## src/rtl/dec_exe_stage_reg.sv

```systemverilog
// Decode-to-execute pipeline register: operand bypass select, hazard bubbles, back-pressure hold, flush.
// Optional saturating hazard-stall counter enabled with `define DEC_EXE_STALL_PERF_EN.
module dec_exe_stage_reg #(
  parameter int unsigned XLEN     = 32,
  parameter int unsigned ALU_OP_W = 4,
  parameter int unsigned PERF_W   = 16
) (
  input  logic                clk_i,
  input  logic                rst_i,
  input  logic                dec_valid_i,
  input  logic [XLEN-1:0]     dec_pc_i,
  input  logic [4:0]          dec_read_addr_a_i,
  input  logic [4:0]          dec_read_addr_b_i,
  input  logic [XLEN-1:0]     rf_data_a_i,
  input  logic [XLEN-1:0]     rf_data_b_i,
  input  logic [XLEN-1:0]     dec_imm_i,
  input  logic [4:0]          dec_dest_addr_i,
  input  logic                dec_wr_en_i,
  input  logic                dec_is_load_i,
  input  logic                dec_is_mult_i,
  input  logic [ALU_OP_W-1:0] dec_alu_op_i,
  input  logic                bypass_a_en_i,
  input  logic                bypass_b_en_i,
  input  logic [XLEN-1:0]     bypass_data_a_i,
  input  logic [XLEN-1:0]     bypass_data_b_i,
  input  logic                stall_core_i,
  input  logic                exe_stall_i,
  input  logic                flush_i,
  output logic                exe_valid_o,
  output logic [XLEN-1:0]     exe_pc_o,
  output logic [XLEN-1:0]     exe_data_a_o,
  output logic [XLEN-1:0]     exe_data_b_o,
  output logic [XLEN-1:0]     exe_imm_o,
  output logic [4:0]          exe_addr_o,
  output logic                exe_wr_en_o,
  output logic                exe_is_load_o,
  output logic                exe_is_mult_o,
  output logic [ALU_OP_W-1:0] exe_alu_op_o,
  output logic                dec_hold_o
`ifdef DEC_EXE_STALL_PERF_EN
  ,
  output logic [PERF_W-1:0]   stall_cycles_o
`endif
);

  if (PERF_W < 1) begin : g_bad_perf_w
    $error("PERF_W must be at least 1");
  end

  logic [XLEN-1:0] op_a;
  logic [XLEN-1:0] op_b;
  logic            bubble;
  logic            load_en;

  // x0 always reads as zero, even if the bypass controller claims a forward for it.
  always_comb begin
    op_a = '0;
    if (dec_read_addr_a_i != 5'd0) begin
      op_a = bypass_a_en_i ? bypass_data_a_i : rf_data_a_i;
    end
  end

  always_comb begin
    op_b = '0;
    if (dec_read_addr_b_i != 5'd0) begin
      op_b = bypass_b_en_i ? bypass_data_b_i : rf_data_b_i;
    end
  end

  assign bubble     = stall_core_i & dec_valid_i;
  assign load_en    = ~flush_i & ~exe_stall_i & ~bubble;
  assign dec_hold_o = dec_valid_i & ~flush_i & (exe_stall_i | stall_core_i);

  always_ff @(posedge clk_i) begin
    if (rst_i) begin
      exe_valid_o   <= 1'b0;
      exe_wr_en_o   <= 1'b0;
      exe_is_load_o <= 1'b0;
      exe_is_mult_o <= 1'b0;
    end else if (flush_i) begin
      exe_valid_o   <= 1'b0;
      exe_wr_en_o   <= 1'b0;
      exe_is_load_o <= 1'b0;
      exe_is_mult_o <= 1'b0;
    end else if (exe_stall_i) begin
      exe_valid_o   <= exe_valid_o;
      exe_wr_en_o   <= exe_wr_en_o;
      exe_is_load_o <= exe_is_load_o;
      exe_is_mult_o <= exe_is_mult_o;
    end else if (bubble) begin
      exe_valid_o   <= 1'b0;
      exe_wr_en_o   <= 1'b0;
      exe_is_load_o <= 1'b0;
      exe_is_mult_o <= 1'b0;
    end else begin
      exe_valid_o   <= dec_valid_i;
      exe_wr_en_o   <= dec_wr_en_i & dec_valid_i;
      exe_is_load_o <= dec_is_load_i & dec_valid_i;
      exe_is_mult_o <= dec_is_mult_i & dec_valid_i;
    end
  end

  // Data fields only move on a real capture; bubbles and flushes leave them untouched.
  always_ff @(posedge clk_i) begin
    if (rst_i) begin
      exe_pc_o     <= '0;
      exe_data_a_o <= '0;
      exe_data_b_o <= '0;
      exe_imm_o    <= '0;
      exe_addr_o   <= '0;
      exe_alu_op_o <= '0;
    end else if (load_en) begin
      exe_pc_o     <= dec_pc_i;
      exe_data_a_o <= op_a;
      exe_data_b_o <= op_b;
      exe_imm_o    <= dec_imm_i;
      exe_addr_o   <= dec_dest_addr_i;
      exe_alu_op_o <= dec_alu_op_i;
    end
  end

`ifdef DEC_EXE_STALL_PERF_EN
  logic perf_inc;

  assign perf_inc = dec_valid_i & stall_core_i & ~exe_stall_i & ~flush_i;

  always_ff @(posedge clk_i) begin
    if (rst_i) begin
      stall_cycles_o <= '0;
    end else if (perf_inc && (stall_cycles_o != {PERF_W{1'b1}})) begin
      stall_cycles_o <= stall_cycles_o + 1'b1;
    end
  end
`endif

endmodule

```

## config.mk

```make
export PLATFORM = sky130hd
export DESIGN_NAME = dec_exe_stage_reg
export DESIGN_NICKNAME = d
export VERILOG_FILES = /design/src/rtl/dec_exe_stage_reg.sv
export SDC_FILE = /design/constraint.sdc
export NUM_CORES = 1
export LEC_CHECK = 0
export CORE_AREA = 4 4 140 142
export DETAILED_ROUTE_END_ITERATION = 6
export DIE_AREA = 0 0 144 146
export GPL_ROUTABILITY_DRIVEN = 0
export PLACE_DENSITY_LB_ADDON = 0.15
export SYNTH_ARGS = -nofsm -noshare
export SYNTH_HDL_FRONTEND = slang
export SYNTH_SLANG_ARGS = --single-unit
```

## constraint.sdc

```tcl
create_clock -name clk_i -period 2.7 [get_ports clk_i]
set_input_delay 0.675 -clock clk_i [delete_from_list [all_inputs] [get_ports clk_i]]
set_output_delay 0.675 -clock clk_i [all_outputs]
set_load 0.01 [all_outputs]
```

==> flow_results.xml, run 1 <==
<?xml version="1.0" encoding="UTF-8"?>
<metrics>
  <group name="route">
    <metric name="postRouteWirelength" unit="mm">21.77</metric>
    <metric name="detail_route.first_pass.iterations" unit="">4</metric>
    <metric name="initialDrtViolationCount" unit="">272</metric>
    <metric name="drt-vias-per-instance" unit="">4.812</metric>
    <metric name="post_drt_wl_per_cell" unit="µm">17.02</metric>
    <metric name="route.vias.total" unit="">6154</metric>
    <metric name="detail_route.drc_violations" unit="">0</metric>
    <metric name="postRouteAntennaNets" unit="">0</metric>
  </group>
  <group name="clock_tree">
    <metric name="postCtsHoldBufs" unit="">0</metric>
    <metric name="cts.sink_count" unit="">141</metric>
    <metric name="clock_tree_from_tritoncts" unit="">done</metric>
    <metric name="cts_htree_levels" unit="">4</metric>
    <metric name="cts_buffers" unit="">17</metric>
    <metric name="clock_tree.root_cell" unit="">clkbuf_16</metric>
    <metric name="postCtsSetupBuffers" unit="">0</metric>
    <metric name="clock_tree.buffer_depth" unit="">2</metric>
    <metric name="insertion_delay" unit="ns">0.41</metric>
    <metric name="worst_setup_hold_path_clk_slew" unit="ns">0.06</metric>
  </group>
  <group name="synthesis">
    <metric name="syn-mean-instance-area" unit="µm²">9.043</metric>
    <metric name="mappedNetlistArea" unit="µm²">6357</metric>
    <metric name="post_synth_inst_count" unit="">703</metric>
    <metric name="synth-seq-cells" unit="">141</metric>
    <metric name="synth.yosys.seq_area_share" unit="%">44.40</metric>
    <metric name="synth_fp_nets" unit="">925</metric>
    <metric name="synth_cell_type_count" unit="">20</metric>
    <metric name="ys_warnings" unit="">0</metric>
  </group>
  <group name="floorplanning">
    <metric name="effective_utilization_at_floorplan" unit="%">34.45</metric>
    <metric name="top_level_ports" unit="">364</metric>
    <metric name="placementRows" unit="">50</metric>
    <metric name="die_height" unit="µm">146</metric>
    <metric name="floorplan.die_area" unit="µm²">21020</metric>
    <metric name="floorplan.die.width" unit="µm">144</metric>
    <metric name="design.core.area" unit="µm²">18460</metric>
  </group>
  <group name="outcome">
    <metric name="run_status" unit="">complete, no violations</metric>
  </group>
  <group name="cells_and_area">
    <metric name="diodes" unit="">0</metric>
    <metric name="final_layout_net_count" unit="">1255</metric>
    <metric name="drive_gt1_share" unit="%">15.69</metric>
    <metric name="final_area" unit="µm²">10620</metric>
    <metric name="layout.cells.most_common_list" unit="">clkdlybuf4s50_1, nand2_1, dfxtp_1, a21oi_1, o211ai_2</metric>
    <metric name="area.growth.synth_to_final" unit="%">67.03</metric>
    <metric name="layout.cells.most_common" unit="">clkdlybuf4s50_1</metric>
  </group>
  <group name="global_routing">
    <metric name="grt_usage" unit="%">19.83</metric>
    <metric name="grt_pass1_wl" unit="mm">32.93</metric>
    <metric name="pin_count_of_the_biggest_net_entering_global_routing" unit="">138</metric>
    <metric name="global_route.overflow_total" unit="">0</metric>
    <metric name="vias_in_the_first_global_route" unit="">6047</metric>
    <metric name="grt_antenna_before_repair" unit="">0</metric>
  </group>
  <group name="placed_design">
    <metric name="pre_cts_ws" unit="ns">0.03090</metric>
    <metric name="place_area" unit="µm²">10050</metric>
    <metric name="hpwl" unit="mm">15.63</metric>
    <metric name="buffer_ports.inserted" unit="">363</metric>
  </group>
  <group name="sta">
    <metric name="final_hold_viol_count" unit="">0</metric>
    <metric name="fin_worst_skew" unit="ns">0</metric>
    <metric name="timing.final.ws_setup" unit="ns">0.4527</metric>
    <metric name="number_of_pins_with_negative_max_slew_slack_in_the_final_report" unit="">0</metric>
    <metric name="fin_crit_sh" unit="%">83.23</metric>
    <metric name="worst_slew_margin_rel" unit="%">55.69</metric>
    <metric name="timing.final.crit_period" unit="ns">2.247</metric>
    <metric name="worst-slew-pin-transition" unit="ns">0.6647</metric>
    <metric name="maximum_achievable_frequency" unit="MHz">445.0</metric>
    <metric name="finalSetupTns" unit="ns">0</metric>
    <metric name="final-setup-viol-count" unit="">0</metric>
    <metric name="grt_setup_unrepaired" unit="">no</metric>
  </group>
  <group name="worst_setup_path">
    <metric name="worstPathMaxFanout" unit="">2</metric>
    <metric name="critPathArrivalTime" unit="ns">1.57</metric>
    <metric name="critical_path_buf_inv_count" unit="">2</metric>
    <metric name="critical_path.endpoint_type" unit="">output port</metric>
    <metric name="timing.critical_path.cells" unit="">clkdlybuf4s50_1, nor2_1, nor3b_1, dlymetal6s2s_1</metric>
    <metric name="crit_type" unit="">input port to output port</metric>
    <metric name="cpPeakStageDelay" unit="ns">0.50</metric>
    <metric name="worst_ep_required_time" unit="ns">2.03</metric>
    <metric name="critPathLaunchType" unit="">input port</metric>
    <metric name="cp_slowest_cell" unit="">clkdlybuf4s50_1</metric>
    <metric name="reg2reg_setup_slack" unit="ns">2.04</metric>
    <metric name="crit_family" unit="">buffers and inverters</metric>
  </group>
  <group name="power">
    <metric name="power.share.clock" unit="%">41.1</metric>
    <metric name="netSwitchingFraction" unit="%">25.94</metric>
    <metric name="ir_drop" unit="V">0.0004045</metric>
    <metric name="powerDensity" unit="nW/µm²">514.1</metric>
    <metric name="power_leakage" unit="nW">3.753</metric>
    <metric name="seq_power_share" unit="%">40.6</metric>
    <metric name="cell_internal_pwr" unit="W">0.004043</metric>
    <metric name="power.net_switching" unit="W">0.001416</metric>
    <metric name="power.share.combinational" unit="%">18.3</metric>
  </group>
  <group name="worst_hold_path">
    <metric name="worst_hold_path_type" unit="">register to register</metric>
  </group>
  <group name="run">
    <metric name="max-cap-violations" unit="">0</metric>
  </group>
</metrics>
[per-layer routing]
layer | up-vias | track usage (%) | share of wire, %
met4 | 0 | 6.026 | 1.7
met3 | 23 | 7.098 | 9.1
li1 | 3078 | - | -
met5 | - | 0 | 0
met1 | 2820 | 22.45 | 39
met2 | 233 | 34.59 | 50
[state kept, by name, indices dropped and copies added (netlist names)]
name / cells
exe_wr_en_o: 1
exe_addr_o: 5
exe_imm_o: 32
exe_is_mult_o: 1
exe_valid_o: 1
exe_data_a_o: 32
exe_data_b_o: 32
exe_alu_op_o: 4
exe_is_load_o: 1
exe_pc_o: 32
[synth_stat cells (all sizes together)]
cell type	instances	share of area [%]
dfxtp	141	44
or4	2	0.35
a211oi	1	0.20
a211o	1	0.14
o211ai	64	12
mux2i	1	0.16
a21oi	140	11
buf	51	5.7
nand2	213	13
clkbuf	17	1.0
nor2	2	0.12
mux2	64	11
nor2b	1	0.098
nor3b	1	0.12
or2	1	0.098
nand3b	3	0.35
[worst reg2reg max path, stage by stage (launching register included)]
cell and delay (ns):
dfxtp_1 0.33, nand2_1 0.07, a21oi_1 0.19
[layout make-up]
type / instances / area, µm²
clock buffers: 17 / 425.4
clock inverters: 14 / 137.6
fillers: 1727 / 7836
multi-input cells: 494 / 3122
flip-flops and latches: 141 / 2823
well taps: 234 / 292.8
repair buffers: 379 / 3819
[repair_timing]
action                                  CTS  global route
hold endpoints to repair                  0             0
gates resized for setup                   0             1
endpoints found under the setup margin    0             1
[kinds of logic (layout without fill, tap and decap cells)]
logic type	count (synthesis)	count (layout)	share of synthesized area [%]
flops	141	141	44.40
mux	65	65	11.49
simple gates	223	223	13.72
compound gates	206	206	23.64
buf+inv	68	410	6.750
[power groups by stage]
stage / sequential (W) / clock, W / combinational, W
after floorplan: 0.00230 / 0 / 0.000370
after detailed placement: 0.00226 / 0 / 0.00100
final: 0.00222 / 0.00225 / 0.000998
after global placement: 0.00226 / 0 / 0.00100
after global routing: 0.00223 / 0.00240 / 0.00107
after CTS: 0.00222 / 0.00231 / 0.00101
[worst paths after layout]
path                                       from               to  cells past startpoint
worst min register to register  exe_alu_op_o[1]  exe_alu_op_o[1]                      2
worst max register to register    exe_imm_o[24]    exe_imm_o[24]                      2
worst max-delay path               stall_core_i       dec_hold_o                      4
worst min-delay path            exe_alu_op_o[1]  exe_alu_op_o[1]                      2
[metrics by stage]
step | utilization, % | cells | power, W | hold slack (ns)
finish | 57.54 | 1279 | 0.005459 | 0.4519
global route | 57.54 | 1279 | 0.005699 | 0.4662
CTS | 57.53 | 1279 | 0.005533 | 0.4542
detailed placement | 54.47 | 1248 | 0.003266 | 0.4456
global placement | 54.47 | 1248 | 0.003260 | 0.4411
floorplan | - | 703 | 0.002674 | 0.4737
Note: power is estimated with default switching activity, not from simulation.
==> run 2, diff against run 1 <==
Settings changed: CORE_AREA 4 4 140 142 to default, CORE_ASPECT_RATIO from default to 0.9, CORE_MARGIN from default to 4, CORE_UTILIZATION from default to 35, DIE_AREA 0 0 144 146 to default.
Clock period 2.7 ns to 2 ns, I/O delays scaled along.
==> flow_results.xml, run 2 (synthesis results as in run 1) <==
<?xml version="1.0" encoding="UTF-8"?>
<metrics>
  <group name="route">
    <metric name="detail_route.first_pass.iterations" unit="">4</metric>
    <metric name="top_layer" unit="">met4</metric>
    <metric name="postRouteAntennaNets" unit="">0</metric>
    <metric name="routed_wl_met2" unit="mm">10.90</metric>
    <metric name="drt-vias-per-instance" unit="">4.749</metric>
    <metric name="route.vias.total" unit="">6217</metric>
    <metric name="route.met3.wl" unit="mm">2.210</metric>
    <metric name="detail_route.drc_violations" unit="">0</metric>
    <metric name="met1Wirelength" unit="mm">8.289</metric>
    <metric name="initialDrtViolationCount" unit="">189</metric>
    <metric name="postRouteWirelength" unit="mm">21.66</metric>
    <metric name="post_drt_wl_per_cell" unit="µm">16.54</metric>
  </group>
  <group name="clock_tree">
    <metric name="clock_tree.buffer_depth" unit="">2</metric>
    <metric name="clock_tree.root_cell" unit="">clkbuf_16</metric>
    <metric name="postCtsHoldBufs" unit="">0</metric>
    <metric name="insertion_delay" unit="ns">0.41</metric>
    <metric name="clock_tree_from_tritoncts" unit="">done</metric>
    <metric name="cts_htree_levels" unit="">4</metric>
    <metric name="postCtsSetupBuffers" unit="">0</metric>
    <metric name="cts.sink_count" unit="">141</metric>
    <metric name="worst_setup_hold_path_clk_slew" unit="ns">0.06</metric>
    <metric name="cts_buffers" unit="">17</metric>
  </group>
  <group name="cells_and_area">
    <metric name="layout.cells.most_common_list" unit="">clkdlybuf4s50_1, nand2_1, dfxtp_1, a21oi_1, o211ai_2</metric>
    <metric name="diodes" unit="">0</metric>
    <metric name="layout.cells.most_common" unit="">clkdlybuf4s50_1</metric>
    <metric name="area.sequential" unit="µm²">2823</metric>
    <metric name="multiInputGateArea" unit="µm²">3122</metric>
    <metric name="drive_gt1_share" unit="%">17.68</metric>
    <metric name="final_layout_net_count" unit="">1278</metric>
    <metric name="num-fill-cells" unit="">1591</metric>
    <metric name="area.growth.synth_to_final" unit="%">71.60</metric>
  </group>
  <group name="floorplanning">
    <metric name="floorplan.die_area" unit="µm²">20390</metric>
    <metric name="floorplan.die.width" unit="µm">150.1</metric>
    <metric name="placementRows" unit="">46</metric>
    <metric name="effective_utilization_at_floorplan" unit="%">35.86</metric>
    <metric name="die_height" unit="µm">135.9</metric>
    <metric name="top_level_ports" unit="">364</metric>
    <metric name="design.core.area" unit="µm²">17730</metric>
  </group>
  <group name="worst_setup_path">
    <metric name="critical_path.endpoint_type" unit="">output port</metric>
    <metric name="worstPathMaxFanout" unit="">2</metric>
    <metric name="worst_ep_required_time" unit="ns">1.50</metric>
    <metric name="critPathLaunchType" unit="">input port</metric>
    <metric name="critPathArrivalTime" unit="ns">1.38</metric>
    <metric name="crit_type" unit="">input port to output port</metric>
  </group>
  <group name="global_routing">
    <metric name="grt_pass1_wl" unit="mm">32.56</metric>
    <metric name="grt_antenna_before_repair" unit="">0</metric>
    <metric name="pin_count_of_the_biggest_net_entering_global_routing" unit="">44</metric>
    <metric name="vias_in_the_first_global_route" unit="">6009</metric>
    <metric name="global_route.overflow_total" unit="">0</metric>
    <metric name="grt_usage" unit="%">20.21</metric>
  </group>
  <group name="power">
    <metric name="netSwitchingFraction" unit="%">26.59</metric>
    <metric name="powerDensity" unit="nW/µm²">679.5</metric>
    <metric name="power_leakage" unit="nW">3.895</metric>
    <metric name="power.share.clock" unit="%">40.8</metric>
    <metric name="power.net_switching" unit="W">0.001971</metric>
    <metric name="seq_power_share" unit="%">40.3</metric>
    <metric name="total_power" unit="W">0.007413</metric>
    <metric name="cell_internal_pwr" unit="W">0.005442</metric>
    <metric name="power.share.combinational" unit="%">18.9</metric>
    <metric name="ir_drop" unit="V">0.0005460</metric>
  </group>
  <group name="sta">
    <metric name="fin_worst_skew" unit="ns">0</metric>
    <metric name="fin_hold_ws" unit="ns">0.3768</metric>
    <metric name="number_of_pins_with_negative_max_slew_slack_in_the_final_report" unit="">0</metric>
    <metric name="worst-slew-pin-transition" unit="ns">0.8894</metric>
    <metric name="final-setup-viol-count" unit="">0</metric>
    <metric name="final_hold_viol_count" unit="">0</metric>
    <metric name="grt_setup_unrepaired" unit="">no</metric>
    <metric name="fin_crit_sh" unit="%">94.11</metric>
    <metric name="worst_slew_margin_rel" unit="%">40.70</metric>
    <metric name="maximum_achievable_frequency" unit="MHz">531.3</metric>
    <metric name="timing.final.crit_period" unit="ns">1.882</metric>
  </group>
  <group name="placed_design">
    <metric name="hpwl" unit="mm">16.48</metric>
    <metric name="buffer_ports.inserted" unit="">363</metric>
  </group>
  <group name="worst_hold_path">
    <metric name="worst_hold_path_type" unit="">input port to register</metric>
  </group>
  <group name="outcome">
    <metric name="run_status" unit="">complete, no violations</metric>
  </group>
  <group name="run">
    <metric name="max-cap-violations" unit="">0</metric>
  </group>
</metrics>
==> run 2: worst max-delay path: stages <==
cell             delay (ns)
clkdlybuf4s50_1        0.49
nor2_1                 0.05
nor3b_1                0.18
clkbuf_2               0.16
==> run 2: what timing repair did <==
| item | CTS | global route |
|---|---|---|
| endpoints found under the setup margin | 1 | 1 |
| hold endpoints to repair | 0 | 0 |
| resized for setup | 2 | 1 |
==> run 2: final timing paths <==
| kind | start | end | slack [ns] | cells after the start |
|---|---|---|---|---|
| min | rst_i | exe_pc_o[30] | 0.38 | 2 |
| max | exe_stall_i | dec_hold_o | 0.12 | 4 |
| max reg2reg | exe_pc_o[29] | exe_pc_o[29] | 1.37 | 2 |
| min reg2reg | exe_data_a_o[7] | exe_data_a_o[7] | 0.45 | 2 |
==> run 2: through the flow <==
stage / cells / utilization (%) / cell area [µm²] / setup TNS (ns) / worst slack [ns]
floorplan: 703 / - / 6357 / 0 / 0.3930
global placement: 1277 / 58.36 / 10350 / -7.010 / -0.2681
detailed placement: 1277 / 58.36 / 10350 / -11.18 / -0.2953
CTS: 1309 / 61.57 / 10910 / 0 / 0.006218
global route: 1309 / 61.54 / 10910 / 0 / 0.07476
finish: 1309 / 61.54 / 10910 / 0 / 0.1178
==> run 2: area by class of cell <==
| type | count | share of cell area, % |
|---|---|---|
| repair buffers | 402 | 37.55 |
| clock buffers | 18 | 4.026 |
| well taps | 240 | 2.753 |
| clock inverters | 14 | 1.181 |
| multi-input cells | 494 | 28.62 |
| flip-flops and latches | 141 | 25.87 |
==> run 2: power by group through the flow <==
stage	registers, W	clock network (W)	logic (W)
finish	0.00299	0.00302	0.00140
global route	0.00300	0.00323	0.00150
CTS	0.00299	0.00310	0.00142
detailed placement	0.00305	0	0.00141
global placement	0.00305	0	0.00141
floorplan	0.00311	0	0.000500
==> run 2: metal layers <==
layer,global-route usage [%],up-vias
met4,4.827,0
met2,35.95,233
met5,0,-
met3,8.033,16
li1,-,3124
met1,22.69,2844
==> run 3, diff against run 2 <==
Settings changed: PLACE_DENSITY_LB_ADDON 0.15 to 0.08, SLEW_MARGIN from default to 20, TNS_END_PERCENT from default to 50.
==> flow_results.xml, run 3 (synthesis results as in run 1) <==
<?xml version="1.0" encoding="UTF-8"?>
<metrics>
  <group name="placed_design">
    <metric name="place_area" unit="µm²">10280</metric>
    <metric name="hpwl" unit="mm">16.60</metric>
    <metric name="buffer_ports.inserted" unit="">363</metric>
  </group>
  <group name="clock_tree">
    <metric name="postCtsSetupBuffers" unit="">0</metric>
    <metric name="cts.sink_count" unit="">141</metric>
    <metric name="cts_htree_levels" unit="">4</metric>
    <metric name="insertion_delay" unit="ns">0.41</metric>
    <metric name="cts_buffers" unit="">17</metric>
    <metric name="clock_tree.root_cell" unit="">clkbuf_16</metric>
    <metric name="worst_setup_hold_path_clk_slew" unit="ns">0.06</metric>
    <metric name="postCtsHoldBufs" unit="">0</metric>
    <metric name="clock_tree.buffer_depth" unit="">2</metric>
    <metric name="clock_tree_from_tritoncts" unit="">done</metric>
  </group>
  <group name="cells_and_area">
    <metric name="utilization" unit="%">61.26</metric>
    <metric name="num-fill-cells" unit="">1638</metric>
    <metric name="area.sequential" unit="µm²">2823</metric>
    <metric name="final_area" unit="µm²">10860</metric>
    <metric name="drive_gt1_share" unit="%">16.73</metric>
    <metric name="area.growth.synth_to_final" unit="%">70.83</metric>
    <metric name="final_layout_net_count" unit="">1267</metric>
    <metric name="multiInputGateArea" unit="µm²">3122</metric>
    <metric name="diodes" unit="">0</metric>
    <metric name="layout.cells.most_common" unit="">clkdlybuf4s50_1</metric>
    <metric name="layout.cells.most_common_list" unit="">clkdlybuf4s50_1, nand2_1, dfxtp_1, a21oi_1, o211ai_2</metric>
  </group>
  <group name="global_routing">
    <metric name="global_route.overflow_total" unit="">0</metric>
    <metric name="grt_pass1_wl" unit="mm">33.02</metric>
    <metric name="vias_in_the_first_global_route" unit="">5921</metric>
    <metric name="pin_count_of_the_biggest_net_entering_global_routing" unit="">53</metric>
    <metric name="grt_usage" unit="%">20.77</metric>
    <metric name="grt_antenna_before_repair" unit="">0</metric>
  </group>
  <group name="power">
    <metric name="power.share.clock" unit="%">42.0</metric>
    <metric name="ir_drop" unit="V">0.0005422</metric>
    <metric name="powerDensity" unit="nW/µm²">695.5</metric>
    <metric name="total_power" unit="W">0.007553</metric>
    <metric name="netSwitchingFraction" unit="%">25.44</metric>
    <metric name="power.net_switching" unit="W">0.001921</metric>
    <metric name="power_leakage" unit="nW">3.862</metric>
    <metric name="seq_power_share" unit="%">39.6</metric>
    <metric name="power.share.combinational" unit="%">18.5</metric>
    <metric name="cell_internal_pwr" unit="W">0.005631</metric>
  </group>
  <group name="sta">
    <metric name="final_hold_viol_count" unit="">0</metric>
    <metric name="finalSetupTns" unit="ns">0</metric>
    <metric name="fin_hold_ws" unit="ns">0.4509</metric>
    <metric name="maximum_achievable_frequency" unit="MHz">534.9</metric>
    <metric name="final-setup-viol-count" unit="">0</metric>
    <metric name="grt_setup_unrepaired" unit="">no</metric>
    <metric name="timing.final.crit_period" unit="ns">1.870</metric>
    <metric name="fin_crit_sh" unit="%">93.48</metric>
    <metric name="fin_worst_skew" unit="ns">0</metric>
    <metric name="number_of_pins_with_negative_max_slew_slack_in_the_final_report" unit="">0</metric>
    <metric name="worst_slew_margin_rel" unit="%">81.05</metric>
    <metric name="worst-slew-pin-transition" unit="ns">0.2837</metric>
  </group>
  <group name="run">
    <metric name="max-cap-violations" unit="">0</metric>
  </group>
  <group name="route">
    <metric name="drt-vias-per-instance" unit="">4.743</metric>
    <metric name="detail_route.first_pass.iterations" unit="">4</metric>
    <metric name="post_drt_wl_per_cell" unit="µm">17.19</metric>
    <metric name="route.vias.total" unit="">6156</metric>
    <metric name="detail_route.drc_violations" unit="">0</metric>
    <metric name="postRouteWirelength" unit="mm">22.32</metric>
    <metric name="initialDrtViolationCount" unit="">173</metric>
    <metric name="postRouteAntennaNets" unit="">0</metric>
  </group>
  <group name="floorplanning">
    <metric name="effective_utilization_at_floorplan" unit="%">35.86</metric>
    <metric name="design.core.area" unit="µm²">17730</metric>
    <metric name="floorplan.die_area" unit="µm²">20390</metric>
    <metric name="floorplan.die.width" unit="µm">150.1</metric>
    <metric name="die_height" unit="µm">135.9</metric>
    <metric name="top_level_ports" unit="">364</metric>
    <metric name="placementRows" unit="">46</metric>
  </group>
  <group name="worst_hold_path">
    <metric name="worst_hold_path_type" unit="">register to register</metric>
    <metric name="worst_hold_path.num_cells" unit="">2</metric>
    <metric name="timing.hold.worst_endpoint" unit="">exe_data_b_o[21]</metric>
    <metric name="hold_path.startpoint" unit="">exe_data_b_o[21]</metric>
  </group>
  <group name="worst_setup_path">
    <metric name="worstPathMaxFanout" unit="">2</metric>
    <metric name="critical_path_buf_inv_count" unit="">1</metric>
    <metric name="critPathArrivalTime" unit="ns">1.37</metric>
    <metric name="crit_family" unit="">buffers and inverters</metric>
    <metric name="crit-reg2reg-capture" unit="">exe_data_b_o[10]</metric>
    <metric name="cp_slowest_cell" unit="">clkdlybuf4s50_1</metric>
    <metric name="cpPeakStageDelay" unit="ns">0.63</metric>
    <metric name="reg2reg_depth" unit="">2</metric>
    <metric name="crit_type" unit="">register to output port</metric>
    <metric name="critical_path.endpoint_type" unit="">output port</metric>
    <metric name="critPathLaunchType" unit="">register</metric>
    <metric name="crit-reg2reg-launch" unit="">exe_data_b_o[10]</metric>
    <metric name="critical_path_cell_count" unit="">1</metric>
    <metric name="reg2reg_setup_slack" unit="ns">1.36</metric>
    <metric name="worst_ep_required_time" unit="ns">1.50</metric>
    <metric name="timing.critical_path.cells" unit="">clkdlybuf4s50_1</metric>
  </group>
  <group name="outcome">
    <metric name="run_status" unit="">complete, no violations</metric>
  </group>
</metrics>
run 3: final cells by class:
| cell class | count | area share (%) |
|---|---|---|
| Multi-Input combinational cell | 494 | 28.74 |
| Clock buffer | 18 | 3.952 |
| Timing Repair Buffer | 391 | 37.07 |
| Sequential cell | 141 | 25.99 |
| Clock inverter | 14 | 1.475 |
| Tap cell | 240 | 2.765 |
run 3: power by group through the flow:
stage | clock network, W | registers, W | logic [W]
final | 0.00317 | 0.00299 | 0.00139
after global routing | 0.00339 | 0.00300 | 0.00150
after detailed placement | 0 | 0.00305 | 0.00141
after global placement | 0 | 0.00305 | 0.00140
after CTS | 0.00325 | 0.00299 | 0.00141
after floorplan | 0 | 0.00311 | 0.000500
run 3: metal layers:
layer  global-route usage, %  vias up  wire [µm]
li1                        -     3098          -
met1                   23.73     2795       8801
met2                   35.38      239      10790
met3                   9.033       24       2262
met4                   5.996        0        461
met5                       0        -          0
run 3: worst max-delay path by stage:
| stage | startpoint | to | slack (ns) |
|---|---|---|---|
| 3_3_place_gp | exe_stall_i | dec_hold_o | -0.29 |
| 6_report | exe_data_a_o[21] | exe_data_a_o[21] | 0.13 |
| 3_5_place_dp | exe_stall_i | dec_hold_o | -0.25 |
| 4_1_cts | exe_stall_i | dec_hold_o | 0.01 |
| 5_1_grt | exe_data_a_o[21] | exe_data_a_o[21] | 0.07 |
| 2_1_floorplan | dec_read_addr_a_i[2] | exe_data_a_o[1] | 0.39 |
run 3: worst min-delay path, stage by stage, from the launching register on:
cell	delay, ns
dfxtp_1	0.30
nand2_1	0.05
a21oi_1	0.05
run 3: stage by stage:
stage | worst slack, ns | std cells
finish | 0.1304 | 1298
global route | 0.06603 | 1298
CTS | 0.01210 | 1298
detailed placement | -0.2543 | 1266
global placement | -0.2910 | 1266
floorplan | 0.3930 | 703
run 3: timing repair:
item,CTS,global route
gates resized for setup,1,2
endpoints found under the setup margin,1,1
endpoints found under the hold margin,0,0
